**src/rtl/tnn_seq_pkg.sv**
```systemverilog
// ---------------------------------------------------------------------------
// tnn_seq_pkg
// Shared constants, trit encoding, FSM state type and the popcount clamp
// helper for the ternary-neuron popcount sequencer.
// ---------------------------------------------------------------------------
package tnn_seq_pkg;

    localparam int CHUNK_W = 21;   // inputs per popcount operand
    localparam int PC_W    = 5;    // popcount result width
    localparam int PC_MAX  = 21;   // largest legal popcount value

    localparam logic [1:0] TRIT_POS  = 2'b01;
    localparam logic [1:0] TRIT_ZERO = 2'b00;
    localparam logic [1:0] TRIT_NEG  = 2'b11;

    typedef enum logic [1:0] {
        ST_IDLE = 2'd0,
        ST_POS  = 2'd1,
        ST_NEG  = 2'd2,
        ST_DONE = 2'd3
    } state_e;

    // Approximate popcount units may report 22..31; saturate at 21.
    function automatic logic [PC_W-1:0] clamp_cnt(input logic [PC_W-1:0] cnt);
        if (cnt > PC_W'(PC_MAX)) begin
            return PC_W'(PC_MAX);
        end else begin
            return cnt;
        end
    endfunction

endpackage

```
**src/rtl/tnn_chunk_sel.sv**
```systemverilog
// ---------------------------------------------------------------------------
// tnn_chunk_sel
// Chooses the 21-bit chunk fed to the shared popcount unit.
//   Default build        : chunk picked by index idx_i; last_o at CHUNKS-1.
//   TNN_ZERO_SKIP_EN set : chunk is the lowest set bit of mask_i; mask_rem_o
//                          is mask_i with that bit cleared; last_o when no
//                          nonzero chunk remains after this one.
// Ports:
//   data_i     in  captured CHUNKS*21 operand bus of the active polarity
//   idx_i      in  chunk index (default build only)
//   mask_i     in  nonzero-chunk mask (zero-skip build only)
//   mask_rem_o out mask after consuming the selected chunk (zero-skip only)
//   chunk_o    out selected chunk (0 when nothing is selected)
//   sel_vld_o  out a chunk was selected this cycle
//   last_o     out this is the final cycle of the phase
// ---------------------------------------------------------------------------
module tnn_chunk_sel
    import tnn_seq_pkg::*;
#(
    parameter int CHUNKS = 4,
    parameter int IDX_W  = 2
) (
    input  logic [CHUNKS*CHUNK_W-1:0] data_i,
`ifdef TNN_ZERO_SKIP_EN
    input  logic [CHUNKS-1:0]         mask_i,
    output logic [CHUNKS-1:0]         mask_rem_o,
`else
    input  logic [IDX_W-1:0]          idx_i,
`endif
    output logic [CHUNK_W-1:0]        chunk_o,
    output logic                      sel_vld_o,
    output logic                      last_o
);

`ifdef TNN_ZERO_SKIP_EN
    logic found_s;

    // Priority pick of the lowest-index nonzero chunk (AND-OR mux).
    always_comb begin
        chunk_o    = '0;
        mask_rem_o = mask_i;
        found_s    = 1'b0;
        for (int k = 0; k < CHUNKS; k++) begin
            chunk_o       = chunk_o | (data_i[k*CHUNK_W +: CHUNK_W] &
                                       {CHUNK_W{mask_i[k] & ~found_s}});
            mask_rem_o[k] = mask_i[k] & found_s;
            found_s       = found_s | mask_i[k];
        end
        sel_vld_o = |mask_i;
        last_o    = ~|mask_rem_o;
    end
`else
    // Indexed chunk mux; fixed schedule always consumes a chunk.
    always_comb begin
        chunk_o = '0;
        for (int k = 0; k < CHUNKS; k++) begin
            chunk_o = chunk_o | (data_i[k*CHUNK_W +: CHUNK_W] &
                                 {CHUNK_W{idx_i == IDX_W'(k)}});
        end
        sel_vld_o = 1'b1;
        last_o    = (idx_i == IDX_W'(CHUNKS-1));
    end
`endif

endmodule

```
**src/rtl/tnn_popcount_seq.sv**
```systemverilog
// ---------------------------------------------------------------------------
// tnn_popcount_seq
// Sequencer for one ternary neuron with CHUNKS*21 inputs. Time-multiplexes an
// external 21-input popcount unit over the positive then negative chunks,
// accumulates both counts, forms pos-neg and thresholds it into a trit.
// Optional build macro: TNN_ZERO_SKIP_EN (skip all-zero chunks).
// Ports:
//   clk, rst            clock, async active-high reset
//   in_valid/in_ready   operand handshake (accepted only in IDLE)
//   in_pos, in_neg      masked inputs, chunk k = bits [21k+20:21k]
//   thr_hi, thr_lo      signed thresholds (thr_hi tested first)
//   pc_a / pc_cnt       operand to / same-cycle result from popcount unit
//   out_valid/out_ready result handshake
//   out_sum             signed pos-neg count
//   out_trit            01=+1, 00=0, 11=-1
// ---------------------------------------------------------------------------
module tnn_popcount_seq
    import tnn_seq_pkg::*;
#(
    parameter int CHUNKS = 4,
    parameter int ACC_W  = $clog2(CHUNK_W*CHUNKS+1)
) (
    input  logic                      clk,
    input  logic                      rst,
    input  logic                      in_valid,
    output logic                      in_ready,
    input  logic [CHUNKS*CHUNK_W-1:0] in_pos,
    input  logic [CHUNKS*CHUNK_W-1:0] in_neg,
    input  logic [ACC_W:0]            thr_hi,
    input  logic [ACC_W:0]            thr_lo,
    output logic [CHUNK_W-1:0]        pc_a,
    input  logic [PC_W-1:0]           pc_cnt,
    output logic                      out_valid,
    input  logic                      out_ready,
    output logic [ACC_W:0]            out_sum,
    output logic [1:0]                out_trit
);

    localparam int IDX_W = (CHUNKS > 1) ? $clog2(CHUNKS) : 1;
    localparam int DW    = CHUNKS*CHUNK_W;

    state_e               state_q;
    logic [DW-1:0]        pos_q, neg_q;
    logic signed [ACC_W:0] thr_hi_q, thr_lo_q;
    logic [ACC_W-1:0]     acc_pos_q, acc_neg_q;
    logic                 in_ready_q, out_valid_q;
    logic [ACC_W:0]       out_sum_q;
    logic [1:0]           out_trit_q;

    logic [DW-1:0]        sel_data_d;
    logic [CHUNK_W-1:0]   chunk_d;
    logic                 sel_vld_d, last_d, busy_d;
    logic [PC_W-1:0]      cnt_d;
    logic [ACC_W-1:0]     acc_pos_d, acc_neg_d;
    logic signed [ACC_W:0] sum_d;
    logic [1:0]           trit_d;

`ifdef TNN_ZERO_SKIP_EN
    logic [CHUNKS-1:0]    mask_pos_q, mask_neg_q;
    logic [CHUNKS-1:0]    mask_d, mask_rem_d, nz_pos_d, nz_neg_d;
`else
    logic [IDX_W-1:0]     idx_q;
`endif

    assign busy_d     = (state_q == ST_POS) || (state_q == ST_NEG);
    assign sel_data_d = (state_q == ST_NEG) ? neg_q : pos_q;

`ifdef TNN_ZERO_SKIP_EN
    assign mask_d = (state_q == ST_NEG) ? mask_neg_q : mask_pos_q;

    // Per-chunk nonzero flags of the incoming operands, registered at capture.
    always_comb begin
        nz_pos_d = '0;
        nz_neg_d = '0;
        for (int k = 0; k < CHUNKS; k++) begin
            nz_pos_d[k] = |in_pos[k*CHUNK_W +: CHUNK_W];
            nz_neg_d[k] = |in_neg[k*CHUNK_W +: CHUNK_W];
        end
    end
`endif

    tnn_chunk_sel #(
        .CHUNKS (CHUNKS),
        .IDX_W  (IDX_W)
    ) u_chunk_sel (
        .data_i     (sel_data_d),
`ifdef TNN_ZERO_SKIP_EN
        .mask_i     (mask_d),
        .mask_rem_o (mask_rem_d),
`else
        .idx_i      (idx_q),
`endif
        .chunk_o    (chunk_d),
        .sel_vld_o  (sel_vld_d),
        .last_o     (last_d)
    );

    // An empty zero-skip phase drives pc_a=0 and must add nothing, whatever
    // the popcount unit returns.
    assign cnt_d     = sel_vld_d ? clamp_cnt(pc_cnt) : '0;
    assign acc_pos_d = acc_pos_q + ACC_W'(cnt_d);
    assign acc_neg_d = acc_neg_q + ACC_W'(cnt_d);
    assign sum_d     = $signed({1'b0, acc_pos_q}) - $signed({1'b0, acc_neg_d});

    // Trit decision on the final difference; upper threshold has priority.
    always_comb begin
        if (sum_d >= thr_hi_q) begin
            trit_d = TRIT_POS;
        end else if (sum_d < thr_lo_q) begin
            trit_d = TRIT_NEG;
        end else begin
            trit_d = TRIT_ZERO;
        end
    end

    // Sequencer FSM with registered handshake and result outputs.
    always_ff @(posedge clk or posedge rst) begin
        if (rst) begin
            state_q     <= ST_IDLE;
            pos_q       <= '0;
            neg_q       <= '0;
            thr_hi_q    <= '0;
            thr_lo_q    <= '0;
            acc_pos_q   <= '0;
            acc_neg_q   <= '0;
            in_ready_q  <= 1'b0;
            out_valid_q <= 1'b0;
            out_sum_q   <= '0;
            out_trit_q  <= TRIT_ZERO;
`ifdef TNN_ZERO_SKIP_EN
            mask_pos_q  <= '0;
            mask_neg_q  <= '0;
`else
            idx_q       <= '0;
`endif
        end else begin
            case (state_q)
                ST_IDLE: begin
                    if (in_valid && in_ready_q) begin
                        pos_q      <= in_pos;
                        neg_q      <= in_neg;
                        thr_hi_q   <= thr_hi;
                        thr_lo_q   <= thr_lo;
                        acc_pos_q  <= '0;
                        acc_neg_q  <= '0;
                        in_ready_q <= 1'b0;
                        state_q    <= ST_POS;
`ifdef TNN_ZERO_SKIP_EN
                        mask_pos_q <= nz_pos_d;
                        mask_neg_q <= nz_neg_d;
`else
                        idx_q      <= '0;
`endif
                    end else begin
                        in_ready_q <= 1'b1;
                    end
                end
                ST_POS: begin
                    acc_pos_q <= acc_pos_d;
`ifdef TNN_ZERO_SKIP_EN
                    mask_pos_q <= mask_rem_d;
`else
                    idx_q <= last_d ? '0 : idx_q + IDX_W'(1);
`endif
                    if (last_d) begin
                        state_q <= ST_NEG;
                    end else begin
                        state_q <= ST_POS;
                    end
                end
                ST_NEG: begin
                    acc_neg_q <= acc_neg_d;
`ifdef TNN_ZERO_SKIP_EN
                    mask_neg_q <= mask_rem_d;
`else
                    idx_q <= last_d ? '0 : idx_q + IDX_W'(1);
`endif
                    if (last_d) begin
                        state_q     <= ST_DONE;
                        out_valid_q <= 1'b1;
                        out_sum_q   <= sum_d;
                        out_trit_q  <= trit_d;
                    end else begin
                        state_q <= ST_NEG;
                    end
                end
                ST_DONE: begin
                    if (out_ready) begin
                        state_q     <= ST_IDLE;
                        out_valid_q <= 1'b0;
                        in_ready_q  <= 1'b1;
                    end else begin
                        state_q <= ST_DONE;
                    end
                end
                default: begin
                    state_q     <= ST_IDLE;
                    out_valid_q <= 1'b0;
                    in_ready_q  <= 1'b0;
                end
            endcase
        end
    end

    assign in_ready  = in_ready_q;
    assign out_valid = out_valid_q;
    assign out_sum   = out_sum_q;
    assign out_trit  = out_trit_q;
    assign pc_a      = busy_d ? chunk_d : '0;

endmodule

```
**config.mk**
```make
export PLATFORM = sky130hd
export DESIGN_NAME = tnn_popcount_seq
export DESIGN_NICKNAME = d
export VERILOG_FILES = /design/src/rtl/tnn_seq_pkg.sv /design/src/rtl/tnn_chunk_sel.sv /design/src/rtl/tnn_popcount_seq.sv
export SDC_FILE = /design/constraint.sdc
export NUM_CORES = 1
export LEC_CHECK = 0
export ABC_AREA = 1
export ABC_CLOCK_PERIOD_IN_PS = 6600
export CAP_MARGIN = 20
export CORE_ASPECT_RATIO = 0.6
export CORE_MARGIN = 3
export CORE_UTILIZATION = 40
export DETAILED_ROUTE_END_ITERATION = 7
export GPL_TIMING_DRIVEN = 0
export PLACE_DENSITY = 0.68
export SETUP_SLACK_MARGIN = 0.4
export SYNTH_ARGS = -nofsm -noshare
export SYNTH_HDL_FRONTEND = slang
export SYNTH_SLANG_ARGS = --single-unit
```
**constraint.sdc**
```tcl
create_clock -name clk -period 6.6 [get_ports clk]
set_input_delay 1.32 -clock clk [delete_from_list [all_inputs] [get_ports clk]]
set_output_delay 1.32 -clock clk [all_outputs]
set_load 0.02 [all_outputs]
```
==> impl_metrics.csv <==
group,metric,value,unit
run_status,status,"complete, no violations",
route,wire_per_inst,19.1,um
sta,setup_viol,0,
logic_synthesis,yosys_warnings,0,
power,switching_share,42.6,%
die,die_w,217,um
global_route,grt_pass1_vias,9803,
clock_network,cts_hold_buf,0,
die,ios,226,
critical_path,startpoint,"state_q[0]",
critical_path,worstSetupPathType,"flop to primary output",
sta,hold_violations,0,
place,gp_congestion,0.931,
logic_synthesis,seq_area_frac_synth,49.9,%
route,wirelength,37100,um
power,p_leak,0.00660,uW
global_route,antenna_found_initial,0,
logic_synthesis,synth_edf_count,0,
route,drcViolationCount,0,
die,initial_utilization,41.5,%
critical_path,startpoint_type,"flop",
final_layout,layout_commonest_cell,"nand2_1",
power,total_power,6750,uW
sta,fin_skew,0.0131,ns
route,via_count,10039,
clock_network,cts-root-buf,"clkbuf_16",
clock_network,cts_resized,0,
logic_synthesis,ys.flop_type,"dfrtp_1",
logic_synthesis,syn_area,10700,um^2
critical_path,worstPathRequired,5.28,ns
die,num_rows,45,
power,seqPwrFrac,33.0,%
sta,relSlewSlack,42.0,%
sta,finalCritPeriodShare,78.2,%
final_layout,antenna_cells,0,
final_layout,layout.nets,1813,
job,drv_cap,0,
logic_synthesis,synthesis.nets,1560,
die,die_y,133,um
sta,max_slew.worst_pin.slew,0.869,ns
sta,drv_slew,0,
sta,rsz0062_at_grt,"no",
sta,fmax,194,MHz
place,dp_hpwl,29700,um
clock_network,clkSinkCount,214,
logic_synthesis,yosys.area.top_type_share,49.9,%
power,switchingPower,2870,uW
sta,period_minus_slack,5.16,ns
logic_synthesis,synth_cell_types,38,
place,portBuffers,225,
logic_synthesis,synth_area_per_cell,8.07,um^2
global_route,grt_max_degree,42,
route,drt_iter0_markers,829,
min_path,hold_start,"neg_q[67]",
global_route,grt.overflow.total,0,
route,ant_nets,0,
route,vias_per_cell,5.16,
logic_synthesis,synthCells,1329,
global_route,grt_usage,25.4,%
final_layout,areaGrowthSynthToFinish,32.7,%
clock_network,insertion_delay,0.50,ns
logic_synthesis,ys_ff_latch,214,
power,combPwrFrac,48.1,%
final_layout,drive_gt1_share,4.64,%
critical_path,cp_max_fo,10,
clock_network,h-tree-depth,1,
logic_synthesis,yosysTopAreaCell,"dfrtp_1",
power,p_clk_share,18.8,%
final_layout,design_area,14200,um^2
clock_network,cts_buffers,21,
critical_path,endpoint_kind,"primary output",
global_route,grt_pass1_wl,56500,um
route,first_pass_iters,7,
power,vdd_drop_max,0.000245,V
die,design.die.area,28900,um^2
power,internal-power,3870,uW
critical_path,r2r_slack,3.12,ns
sta,finalHoldWorstSlack,0.470,ns
logic_synthesis,synth_top_cells_by_area,"dfrtp_1 50%, nand2_1 18%, o21ai_0 6.7%",
clock_network,path_clk_slew,0.07,ns
clock_network,cts_tree,"yes",
logic_synthesis,async_reset_ff_share,100,%
place,place_area,13500,um^2
critical_path,arrival,3.84,ns
die,core,25800,um^2
min_path,hold_path_class,"flop to flop",
power,power.density,474,nW/um^2
clock_network,clock_path_buffers,3,
critical_path,r2r_start,"acc_neg_q[0]",
clock_network,post_cts_buffers,0,
final_layout,final_core_util,55.1,%
sta,tns,0,ns
final_layout,final_cell_mix,"501 x nand2_1, 225 x clkdlybuf4s50_1, 214 x dfrtp_1",
==> layout make-up <==
| class | count | area [um^2] |
|---|---|---|
| buffer | 73 | 283 |
| clock buffer | 26 | 584 |
| clock inverter | 9 | 130 |
| fill | 2375 | 11600 |
| inverter | 145 | 548 |
| multi-input combinational | 897 | 4550 |
| sequential | 214 | 5360 |
| tap | 352 | 440 |
| timing repair buffer | 230 | 2350 |
==> cells by family after synthesis <==
| group | share of synthesized area (%) |
|---|---|
| buffers and inverters | 7.71 |
| adders and majority gates | 4.50 |
| xor gates and xnor gates | 0.327 |
| DFF | 49.9 |
| and+or+nand+nor | 22.2 |
| AOI/OAI and AO/OA | 15.4 |
==> stage by stage <==
stage | setup slack [ns] | instances
5_1_grt | 1.23 | 1946
4_1_cts | 1.54 | 1946
3_3_place_gp | 0.774 | 1906
3_5_place_dp | 1.29 | 1911
2_1_floorplan | 2.39 | 1329
6_report | 1.44 | 1946
==> power groups by stage <==
stage / clock, uW / combinational, uW / sequential (uW)
floorplan: 0 / 2010 / 2190
global placement: 0 / 3100 / 2230
detailed placement: 0 / 3190 / 2240
CTS: 1280 / 3210 / 2220
global route: 1340 / 3650 / 2290
finish: 1270 / 3250 / 2230
==> state kept, by name, indices dropped and copies added, names as in the netlist <==
name / count
neg_q: 84
pos_q: 84
out_sum: 8
thr_hi_q: 8
thr_lo_q: 8
acc_neg_q: 7
acc_pos_q: 7
idx_q: 2
out_trit: 2
state_q: 2
in_ready: 1
out_valid: 1
==> cell usage after synthesis, types with 2 or more instances <==
master	n
dfrtp_1	214
a21oi_1	32
and2_1	2
a31oi_1	4
nand2_2	11
a41oi_1	21
nand2_1	501
nor2_1	14
o21a_1	11
nand2_4	4
inv_1	140
nand3_1	23
nand3_2	10
buf_1	3
o21ai_0	144
o22ai_1	6
clkbuf_1	68
nor2_2	2
o211ai_1	54
clkinv_1	4
ha_1	37
xor2_1	2
nand4_1	6
xnor2_1	2
==> worst paths after layout <==
kind | endpoint | cells after the start
setup reg to reg | out_trit[1] | 24
max in group asynchronous | thr_lo_q[0] | 5
hold reg to reg | neg_q[67] | 2
setup / recovery | pc_a[17] | 8
min in group asynchronous | pos_q[59] | 2
hold / removal | neg_q[67] | 2
==> worst max-delay path: stages, from the launching register on <==
cell and delay (ns):
dfrtp_1 0.41, inv_1 0.11, ha_1 0.15, clkbuf_1 0.29, clkbuf_1 0.41, clkbuf_1 0.55, o211ai_1 0.47, a41oi_1 0.32
clkdlybuf4s50_1 0.65
==> metal layers <==
layer / global-route usage [%] / vias to the layer above / wire (um)
met1: 38.4 / 4803 / 17900
met5: 0 / - / 0
met2: 34.4 / 396 / 14300
met4: 5.28 / 0 / 794
li1: - / 4795 / -
met3: 9.36 / 45 / 4100
(Power assumes the default switching activity.)
